[src/rtl/transformer_pkg.sv]
// Shared types for the transform setup receive path: matrix, triangle,
// setup beat payload, FIFO entry and the receiver FSM state encoding.
package transformer_pkg;

    localparam int TSRX_FIFO_DEPTH_DEFAULT = 4;

    // 3x4 affine transform, row-major, 16-bit fixed point elements.
    typedef struct packed {
        logic [11:0][15:0] m;
    } transform_t;

    // Three vertices of x/y/z, 16-bit fixed point.
    typedef struct packed {
        logic [2:0][2:0][15:0] v;
    } triangle_t;

    // One setup beat from the frame driver.
    typedef struct packed {
        triangle_t  triangle;
        transform_t model_transform;
        logic       model_transform_valid;
        transform_t camera_transform;
        logic       camera_transform_valid;
    } transform_setup_t;

    // What gets buffered per triangle: geometry plus its model transform.
    typedef struct packed {
        triangle_t  triangle;
        transform_t model_transform;
    } setup_fifo_entry_t;

    typedef enum logic [1:0] {
        WAIT_CAM = 2'd0,
        STREAM   = 2'd1,
        DRAIN    = 2'd2,
        END      = 2'd3
    } tsrx_state_t;

endpackage

[src/rtl/transform_setup_rx_if.sv]
// Bus bundle for transform_setup_rx: setup beat input, FIFO head output,
// camera register and frame status. Statistics ports exist only when
// TSRX_STATS_EN is defined.
interface transform_setup_rx_if;
    import transformer_pkg::*;

    logic             in_valid;
    logic             in_ready;
    transform_setup_t transform_setup;
    logic             frame_feed_done;
    logic             out_valid;
    logic             out_ready;
    triangle_t        out_triangle;
    transform_t       out_model_transform;
    transform_t       camera_transform;
    logic             camera_loaded;
    logic             frame_end;
`ifdef TSRX_STATS_EN
    logic [15:0]      tri_count;
    logic [15:0]      drop_count;
`endif

`ifdef TSRX_STATS_EN
    modport slave (
        input  in_valid, transform_setup, frame_feed_done, out_ready,
        output in_ready, out_valid, out_triangle, out_model_transform,
        output camera_transform, camera_loaded, frame_end,
        output tri_count, drop_count
    );
    modport master (
        output in_valid, transform_setup, frame_feed_done, out_ready,
        input  in_ready, out_valid, out_triangle, out_model_transform,
        input  camera_transform, camera_loaded, frame_end,
        input  tri_count, drop_count
    );
`else
    modport slave (
        input  in_valid, transform_setup, frame_feed_done, out_ready,
        output in_ready, out_valid, out_triangle, out_model_transform,
        output camera_transform, camera_loaded, frame_end
    );
    modport master (
        output in_valid, transform_setup, frame_feed_done, out_ready,
        input  in_ready, out_valid, out_triangle, out_model_transform,
        input  camera_transform, camera_loaded, frame_end
    );
`endif

endinterface

[src/rtl/setup_fifo.sv]
// Synchronous FIFO with a registered head output. The head register is
// refreshed on every push/pop so the output never depends combinationally
// on wr_data. A push into a full FIFO succeeds when a pop happens in the
// same cycle.
module setup_fifo #(
    parameter int WIDTH = 8,
    parameter int DEPTH = 4
) (
    input  logic             clk,
    input  logic             rst,
    input  logic             wr_en,
    input  logic [WIDTH-1:0] wr_data,
    input  logic             rd_en,
    output logic [WIDTH-1:0] rd_data,
    output logic             empty,
    output logic             full
);
    localparam int AW = $clog2(DEPTH);
    localparam int CW = AW + 1;
    localparam logic [CW-1:0] FULL_CNT = CW'(DEPTH);

    logic [WIDTH-1:0] mem [DEPTH];
    logic [AW-1:0]    wr_ptr_reg, rd_ptr_reg;
    logic [AW-1:0]    rd_ptr_inc;
    logic [CW-1:0]    count_reg, count_next;
    logic [WIDTH-1:0] head_reg, head_next;
    logic             push, pop;

    assign pop        = rd_en && (count_reg != '0);
    assign push       = wr_en && ((count_reg != FULL_CNT) || pop);
    assign rd_ptr_inc = rd_ptr_reg + 1'b1;

    // Next occupancy and next head value; the head bypasses wr_data when
    // the pushed entry is the only one left after this cycle.
    always_comb begin
        count_next = count_reg;
        head_next  = head_reg;
        case ({push, pop})
            2'b10:   count_next = count_reg + CW'(1);
            2'b01:   count_next = count_reg - CW'(1);
            default: count_next = count_reg;
        endcase
        if (pop) begin
            if (count_reg == CW'(1)) begin
                if (push) head_next = wr_data;
            end else begin
                head_next = mem[rd_ptr_inc];
            end
        end else if ((count_reg == '0) && push) begin
            head_next = wr_data;
        end
    end

    // Storage array, no reset so it maps onto block RAM.
    always_ff @(posedge clk) begin
        if (push) mem[wr_ptr_reg] <= wr_data;
    end

    // Pointers, count and head register.
    always_ff @(posedge clk or posedge rst) begin
        if (rst) begin
            wr_ptr_reg <= '0;
            rd_ptr_reg <= '0;
            count_reg  <= '0;
            head_reg   <= '0;
        end else begin
            if (push) wr_ptr_reg <= wr_ptr_reg + 1'b1;
            if (pop)  rd_ptr_reg <= rd_ptr_inc;
            count_reg <= count_next;
            head_reg  <= head_next;
        end
    end

    assign rd_data = head_reg;
    assign empty   = (count_reg == '0);
    assign full    = (count_reg == FULL_CNT);

endmodule

[src/rtl/transform_setup_rx.sv]
// Receives setup beats from the frame driver, latches the per-frame camera
// transform and buffers {triangle, model transform} entries for the
// transform datapath. A camera change is only taken while the FIFO is
// empty, so queued triangles always see the camera they were issued under.
// Optional TSRX_STATS_EN adds tri_count / drop_count outputs.
module transform_setup_rx
    import transformer_pkg::*;
#(
    parameter int FIFO_DEPTH = TSRX_FIFO_DEPTH_DEFAULT
) (
    input  logic                 clk,
    input  logic                 rst,
    transform_setup_rx_if.slave  bus
);
    tsrx_state_t       state_reg, state_next;
    logic              ffd_q_reg;
    transform_t        camera_reg;
    logic              camera_loaded_reg;

    logic              cam_flag, mdl_flag;
    logic              fifo_empty, fifo_full, room;
    logic              in_ready_int, frame_end_int;
    logic              accept, push, cam_load, ffd_rise;
    setup_fifo_entry_t wr_entry, rd_entry;

    assign cam_flag = bus.transform_setup.camera_transform_valid;
    assign mdl_flag = bus.transform_setup.model_transform_valid;
    // A full FIFO still has room when the head leaves this cycle.
    assign room     = !fifo_full || bus.out_ready;
    assign ffd_rise = bus.frame_feed_done && !ffd_q_reg;

    assign accept   = bus.in_valid && in_ready_int;
    assign push     = accept && mdl_flag;
    assign cam_load = accept && cam_flag;

    assign wr_entry.triangle        = bus.transform_setup.triangle;
    assign wr_entry.model_transform = bus.transform_setup.model_transform;

    setup_fifo #(
        .WIDTH ($bits(setup_fifo_entry_t)),
        .DEPTH (FIFO_DEPTH)
    ) u_fifo (
        .clk     (clk),
        .rst     (rst),
        .wr_en   (push),
        .wr_data (wr_entry),
        .rd_en   (bus.out_ready),
        .rd_data (rd_entry),
        .empty   (fifo_empty),
        .full    (fifo_full)
    );

    // FSM state register plus the registered copy of frame_feed_done.
    always_ff @(posedge clk or posedge rst) begin
        if (rst) begin
            state_reg <= WAIT_CAM;
            ffd_q_reg <= 1'b0;
        end else begin
            state_reg <= state_next;
            ffd_q_reg <= bus.frame_feed_done;
        end
    end

    // FSM next-state logic.
    always_comb begin
        state_next = state_reg;
        case (state_reg)
            WAIT_CAM: if (cam_load) state_next = STREAM;
            STREAM:   if (ffd_rise) state_next = DRAIN;
            DRAIN:    if (fifo_empty) state_next = END;
            END:      state_next = WAIT_CAM;
            default:  state_next = WAIT_CAM;
        endcase
    end

    // FSM outputs: beat acceptance and the end-of-frame pulse.
    always_comb begin
        in_ready_int  = 1'b0;
        frame_end_int = 1'b0;
        case (state_reg)
            WAIT_CAM: in_ready_int = cam_flag && room;
            STREAM:   in_ready_int = cam_flag ? fifo_empty : room;
            END:      frame_end_int = 1'b1;
            default: begin
                in_ready_int  = 1'b0;
                frame_end_int = 1'b0;
            end
        endcase
    end

    // Camera register and its loaded flag; the flag drops after frame_end.
    always_ff @(posedge clk or posedge rst) begin
        if (rst) begin
            camera_reg        <= '0;
            camera_loaded_reg <= 1'b0;
        end else begin
            if (cam_load) begin
                camera_reg        <= bus.transform_setup.camera_transform;
                camera_loaded_reg <= 1'b1;
            end else if (state_reg == END) begin
                camera_loaded_reg <= 1'b0;
            end
        end
    end

`ifdef TSRX_STATS_EN
    logic        pop, drop;
    logic [15:0] tri_count_reg, drop_count_reg;

    assign pop  = bus.out_ready && !fifo_empty;
    assign drop = accept && !cam_flag && !mdl_flag;

    // Per-frame dequeue count and sticky saturating drop count.
    always_ff @(posedge clk or posedge rst) begin
        if (rst) begin
            tri_count_reg  <= '0;
            drop_count_reg <= '0;
        end else begin
            if (state_reg == END)
                tri_count_reg <= '0;
            else if (pop)
                tri_count_reg <= tri_count_reg + 16'd1;
            if (drop && (drop_count_reg != 16'hFFFF))
                drop_count_reg <= drop_count_reg + 16'd1;
        end
    end

    assign bus.tri_count  = tri_count_reg;
    assign bus.drop_count = drop_count_reg;
`endif

    assign bus.in_ready            = in_ready_int;
    assign bus.out_valid           = !fifo_empty;
    assign bus.out_triangle        = rd_entry.triangle;
    assign bus.out_model_transform = rd_entry.model_transform;
    assign bus.camera_transform    = camera_reg;
    assign bus.camera_loaded       = camera_loaded_reg;
    assign bus.frame_end           = frame_end_int;

endmodule
[src/flat_wrapper.sv]
// flat-port wrapper written by rule: the top's interface ports become plain ports
module transform_setup_rx_flat import transformer_pkg::*;
#(
    parameter int FIFO_DEPTH = TSRX_FIFO_DEPTH_DEFAULT
)
  (clk, rst, bus_in_valid, bus_transform_setup, bus_frame_feed_done, bus_out_ready, bus_in_ready, bus_out_valid, bus_out_triangle, bus_out_model_transform, bus_camera_transform, bus_camera_loaded, bus_frame_end);
  transform_setup_rx_if bus_i ();
  input  logic clk;
  input  logic rst;
  input wire logic [$bits(bus_i.in_valid)-1:0] bus_in_valid;
  input wire logic [$bits(bus_i.transform_setup)-1:0] bus_transform_setup;
  input wire logic [$bits(bus_i.frame_feed_done)-1:0] bus_frame_feed_done;
  input wire logic [$bits(bus_i.out_ready)-1:0] bus_out_ready;
  output wire logic [$bits(bus_i.in_ready)-1:0] bus_in_ready;
  output wire logic [$bits(bus_i.out_valid)-1:0] bus_out_valid;
  output wire logic [$bits(bus_i.out_triangle)-1:0] bus_out_triangle;
  output wire logic [$bits(bus_i.out_model_transform)-1:0] bus_out_model_transform;
  output wire logic [$bits(bus_i.camera_transform)-1:0] bus_camera_transform;
  output wire logic [$bits(bus_i.camera_loaded)-1:0] bus_camera_loaded;
  output wire logic [$bits(bus_i.frame_end)-1:0] bus_frame_end;
  assign bus_i.in_valid = bus_in_valid;
  assign bus_i.transform_setup = bus_transform_setup;
  assign bus_i.frame_feed_done = bus_frame_feed_done;
  assign bus_i.out_ready = bus_out_ready;
  assign bus_in_ready = bus_i.in_ready;
  assign bus_out_valid = bus_i.out_valid;
  assign bus_out_triangle = bus_i.out_triangle;
  assign bus_out_model_transform = bus_i.out_model_transform;
  assign bus_camera_transform = bus_i.camera_transform;
  assign bus_camera_loaded = bus_i.camera_loaded;
  assign bus_frame_end = bus_i.frame_end;
  transform_setup_rx #(.FIFO_DEPTH(FIFO_DEPTH)) u_core (.clk(clk), .rst(rst), .bus(bus_i));
endmodule
[config.mk]
export PLATFORM = sky130hd
export DESIGN_NAME = transform_setup_rx_flat
export DESIGN_NICKNAME = d
export VERILOG_FILES = /design/src/rtl/transformer_pkg.sv /design/src/rtl/transform_setup_rx_if.sv /design/src/rtl/setup_fifo.sv /design/src/rtl/transform_setup_rx.sv /design/src/flat_wrapper.sv
export SDC_FILE = /design/constraint.sdc
export NUM_CORES = 2
export LEC_CHECK = 0
export ABC_CLOCK_PERIOD_IN_PS = 40200
export CORE_AREA = 2 2 416 418
export DETAILED_ROUTE_END_ITERATION = 10
export DIE_AREA = 0 0 418 420
export PLACE_DENSITY_LB_ADDON = 0.15
export SYNTH_ARGS = -nofsm -noshare
export SYNTH_HDL_FRONTEND = slang
export SYNTH_SLANG_ARGS = --single-unit
[constraint.sdc]
create_clock -name clk -period 40.2 [get_ports clk]
set_input_delay 8.04 -clock clk [delete_from_list [all_inputs] [get_ports clk]]
set_output_delay 8.04 -clock clk [all_outputs]
set_load 0.01 [all_outputs]
==> flow_metrics.env <==
export IMPL_timing_fmax_mhz=56.19
export IMPL_final_core_util_pct=54.02
export IMPL_crit_fanout=4
export IMPL_drtPass1Iterations=5
export IMPL_p_total_w=0.006741
export IMPL_status="finished, final reports clean"
export IMPL_yosys_area_top_type="edfxtp_1"
export IMPL_drive_gt1_share_pct=33.43
export IMPL_endpoint="bus_in_ready"
export IMPL_grt_pass1_wl_um=286500
export IMPL_dieArea_um2=175600
export IMPL_min_period_over_period_pct=44.27
export IMPL_ant_nets=0
export IMPL_post_cts_repair_setup_buffers=0
export IMPL_ys_warn_count=0
export IMPL_worstPathCellList="clkdlybuf4s50_1 -> and2b_1 -> o21ai_1 -> and2_1 -> clkdlybuf4s50_1"
export IMPL_syn_area_per_cell_um2=21.87
export IMPL_hp_class="reg2reg"
export IMPL_core_rowCount=152
export IMPL_busiest_layer="met2"
export IMPL_rr_worst_depth=14
export IMPL_vias=36966
export IMPL_final_instance_count_excl_fill=6913
export IMPL_cts_hold_buffers_added=0
export IMPL_synth_distinct_cells=31
export IMPL_rsz0062_at_grt="false"
export IMPL_worst_path_most_repeated_cell="clkdlybuf4s50_1"
export IMPL_maxCapViolCount=0
export IMPL_cts_tree="built"
export IMPL_ios=1067
export IMPL_max_slew_margin_pct=21.82
export IMPL_use_met1_pct=28.36
export IMPL_final_common_cell="edfxtp_1"
export IMPL_syn_cell_area_um2=72650
export IMPL_initial_utilization_pct=42.49
export IMPL_drc=0
export IMPL_r2r_slack_ns=34.74
export IMPL_port_buffers=1066
export IMPL_initialDrtViolationCount=2427
export IMPL_first_global_vias=38697
export IMPL_setup_violations_final=0
export IMPL_cts_sinks=1883
export IMPL_r2r_end="u_core.u_fifo.rd_data[63]"
export IMPL_wirelength_um=202200
export IMPL_clk_latency_ns=0.83
export IMPL_arrival_ns=9.76
export IMPL_cpPeakStageDelay_ns=0.56
export IMPL_startpoint="bus_out_ready"
export IMPL_ys_seq_area_share_pct=74.12
export IMPL_antenna_found_initial=87
export IMPL_root_buffer="clkbuf_16"
export IMPL_largest_register_ff_count=1344
export IMPL_required_ns=32.16
export IMPL_cp_slowest_cell="clkdlybuf4s50_1"
export IMPL_p_leak_nw=32.14
export IMPL_finalWorstPathRequiredPeriod_ns=17.80
export IMPL_endpoint_kind="primary output"
export IMPL_die_y_um=420
export IMPL_synth_nets=3871
export IMPL_regMostFlops="u_core.u_fifo.mem"
export IMPL_dpl_cell_count=6503
export IMPL_gp_congestion=0.9338
export IMPL_crit_type="in2out"
export IMPL_worst_pin_slew_ns=1.173
export IMPL_slew_violations=0
export IMPL_met2_usage_pct=36.75
export IMPL_die_w_um=418
export IMPL_vdd_drop_max_v=0.00005546
export IMPL_cts_htree_levels=4
export IMPL_use_met3_pct=6.707
export IMPL_wl_per_cell_um=29.25
export IMPL_layout_common_cells="edfxtp_1 (1344), clkdlybuf4s50_1 (1066), mux2_2 (825)"
export IMPL_powerDensity_nw_per_um2=72.99
export IMPL_post_cts_resized=0
export IMPL_synth_area_leaders="edfxtp_1 (56%), dfrtp_1 (19%), mux2_2 (13%)"
export IMPL_grt_util_all_layers_pct=22.76
export IMPL_numCtsBuffers=198
export IMPL_hold_violations=0
export IMPL_nNetsFinal=5019
export IMPL_yosysTopAreaCellShare_pct=55.55
export IMPL_r2r_start="u_core.u_fifo.count_reg[0]"
export IMPL_startpoint_type="primary input"
export IMPL_hpwl_um=131400
export IMPL_setup_tns_ns=0
export IMPL_skew_ns=0.02355
export IMPL_area_growth_syn_to_layout_pct=27.13
export IMPL_clockBufferDepth=3
export IMPL_synth_seq_cells=1883
export IMPL_avgViaCountPerCell=5.347
export IMPL_clkTransAtPathRegs_ns=0.06
export IMPL_grt_max_degree=131
export IMPL_gr_total_overflow=0
export IMPL_syn_instance_count=3322
export IMPL_fp_coreArea_um2=171000
==> kinds of logic (layout without fill, tap and decap cells) <==
kind of cell | Yosys count | count (layout) | share of synthesized area [%]
compound gates | 16 | 16 | 0.1361
xor+xnor | 5 | 5 | 0.06029
fa+ha+maj | 14 | 14 | 0.2411
buf+inv | 184 | 1507 | 1.250
flops | 1883 | 1883 | 74.12
mux | 1202 | 1202 | 24.04
other cells | 0 | 35 | 0
simple gates | 18 | 18 | 0.1464
==> Yosys cell counts, drive strengths merged <==
cell	instances
a211oi	1
a21bo	1
a21o	1
a21oi	4
a221oi	1
and2	6
and2b	1
and4	1
buf	100
clkbuf	72
dfrtp	539
edfxtp	1344
ha	14
inv	12
mux2	865
mux2i	1
mux4	336
nand2	4
nand2b	1
nand4b	1
nor2	2
nor2b	2
o21ai	7
o32a	1
xnor2	3
xor2	2
==> through the flow <==
stage	worst slack [ns]	cell area [µm²]	hold WS [ns]
after floorplan	17.09	72650	0.4753
after global placement	22.40	85770	0.4879
after detailed placement	22.44	85770	0.4911
after CTS	22.44	92270	0.5042
after global routing	22.33	92330	0.5143
final	22.40	92360	0.5021
==> power breakdown <==
part,switching [W],internal [W]
Combinational,0.00101,0.00128
Clock,0.000767,0.00105
Sequential,0.000195,0.00244
Total,0.00197,0.00477
==> per-layer routing <==
layer / vias to the layer above / routed length (µm)
met3: 405 / 13950
met2: 1145 / 99960
met5: - / 408
met1: 19662 / 79300
met4: 44 / 8586
li1: 15710 / -
==> layout make-up <==
cell class              instances  area [µm²]
well taps                    2233        2794
clock inverters                79       780.7
clock buffers                 296        5717
multi-input cells            1255       17920
inverters                      12       52.55
flip-flops and latches       1883       53850
fillers                     13429       78620
diodes                         35       87.58
repair buffers               1120       11150
==> critical path: cells and delay by family <==
| kind | cells | cell delay [ns] |
|---|---|---|
| simple gates | 2 | 0.40 |
| compound gates | 1 | 0.21 |
| buf+inv | 2 | 1.10 |
==> worst min-delay path by stage <==
stage                                     start                                to  slack (ns)  depth (start not counted)
2_1_floorplan        u_core.u_fifo.count_reg[1]        u_core.u_fifo.count_reg[1]        0.48                          2
3_3_place_gp   u_core.bus.camera_transform[118]  u_core.bus.camera_transform[118]        0.49                          1
3_5_place_dp   u_core.bus.camera_transform[126]  u_core.bus.camera_transform[126]        0.49                          1
4_1_cts         u_core.bus.camera_transform[28]   u_core.bus.camera_transform[28]        0.50                          1
5_1_grt         u_core.bus.camera_transform[28]   u_core.bus.camera_transform[28]        0.51                          1
6_report       u_core.bus.camera_transform[126]  u_core.bus.camera_transform[126]        0.50                          1
No activity file was read; power rests on OpenSTA's default activity.
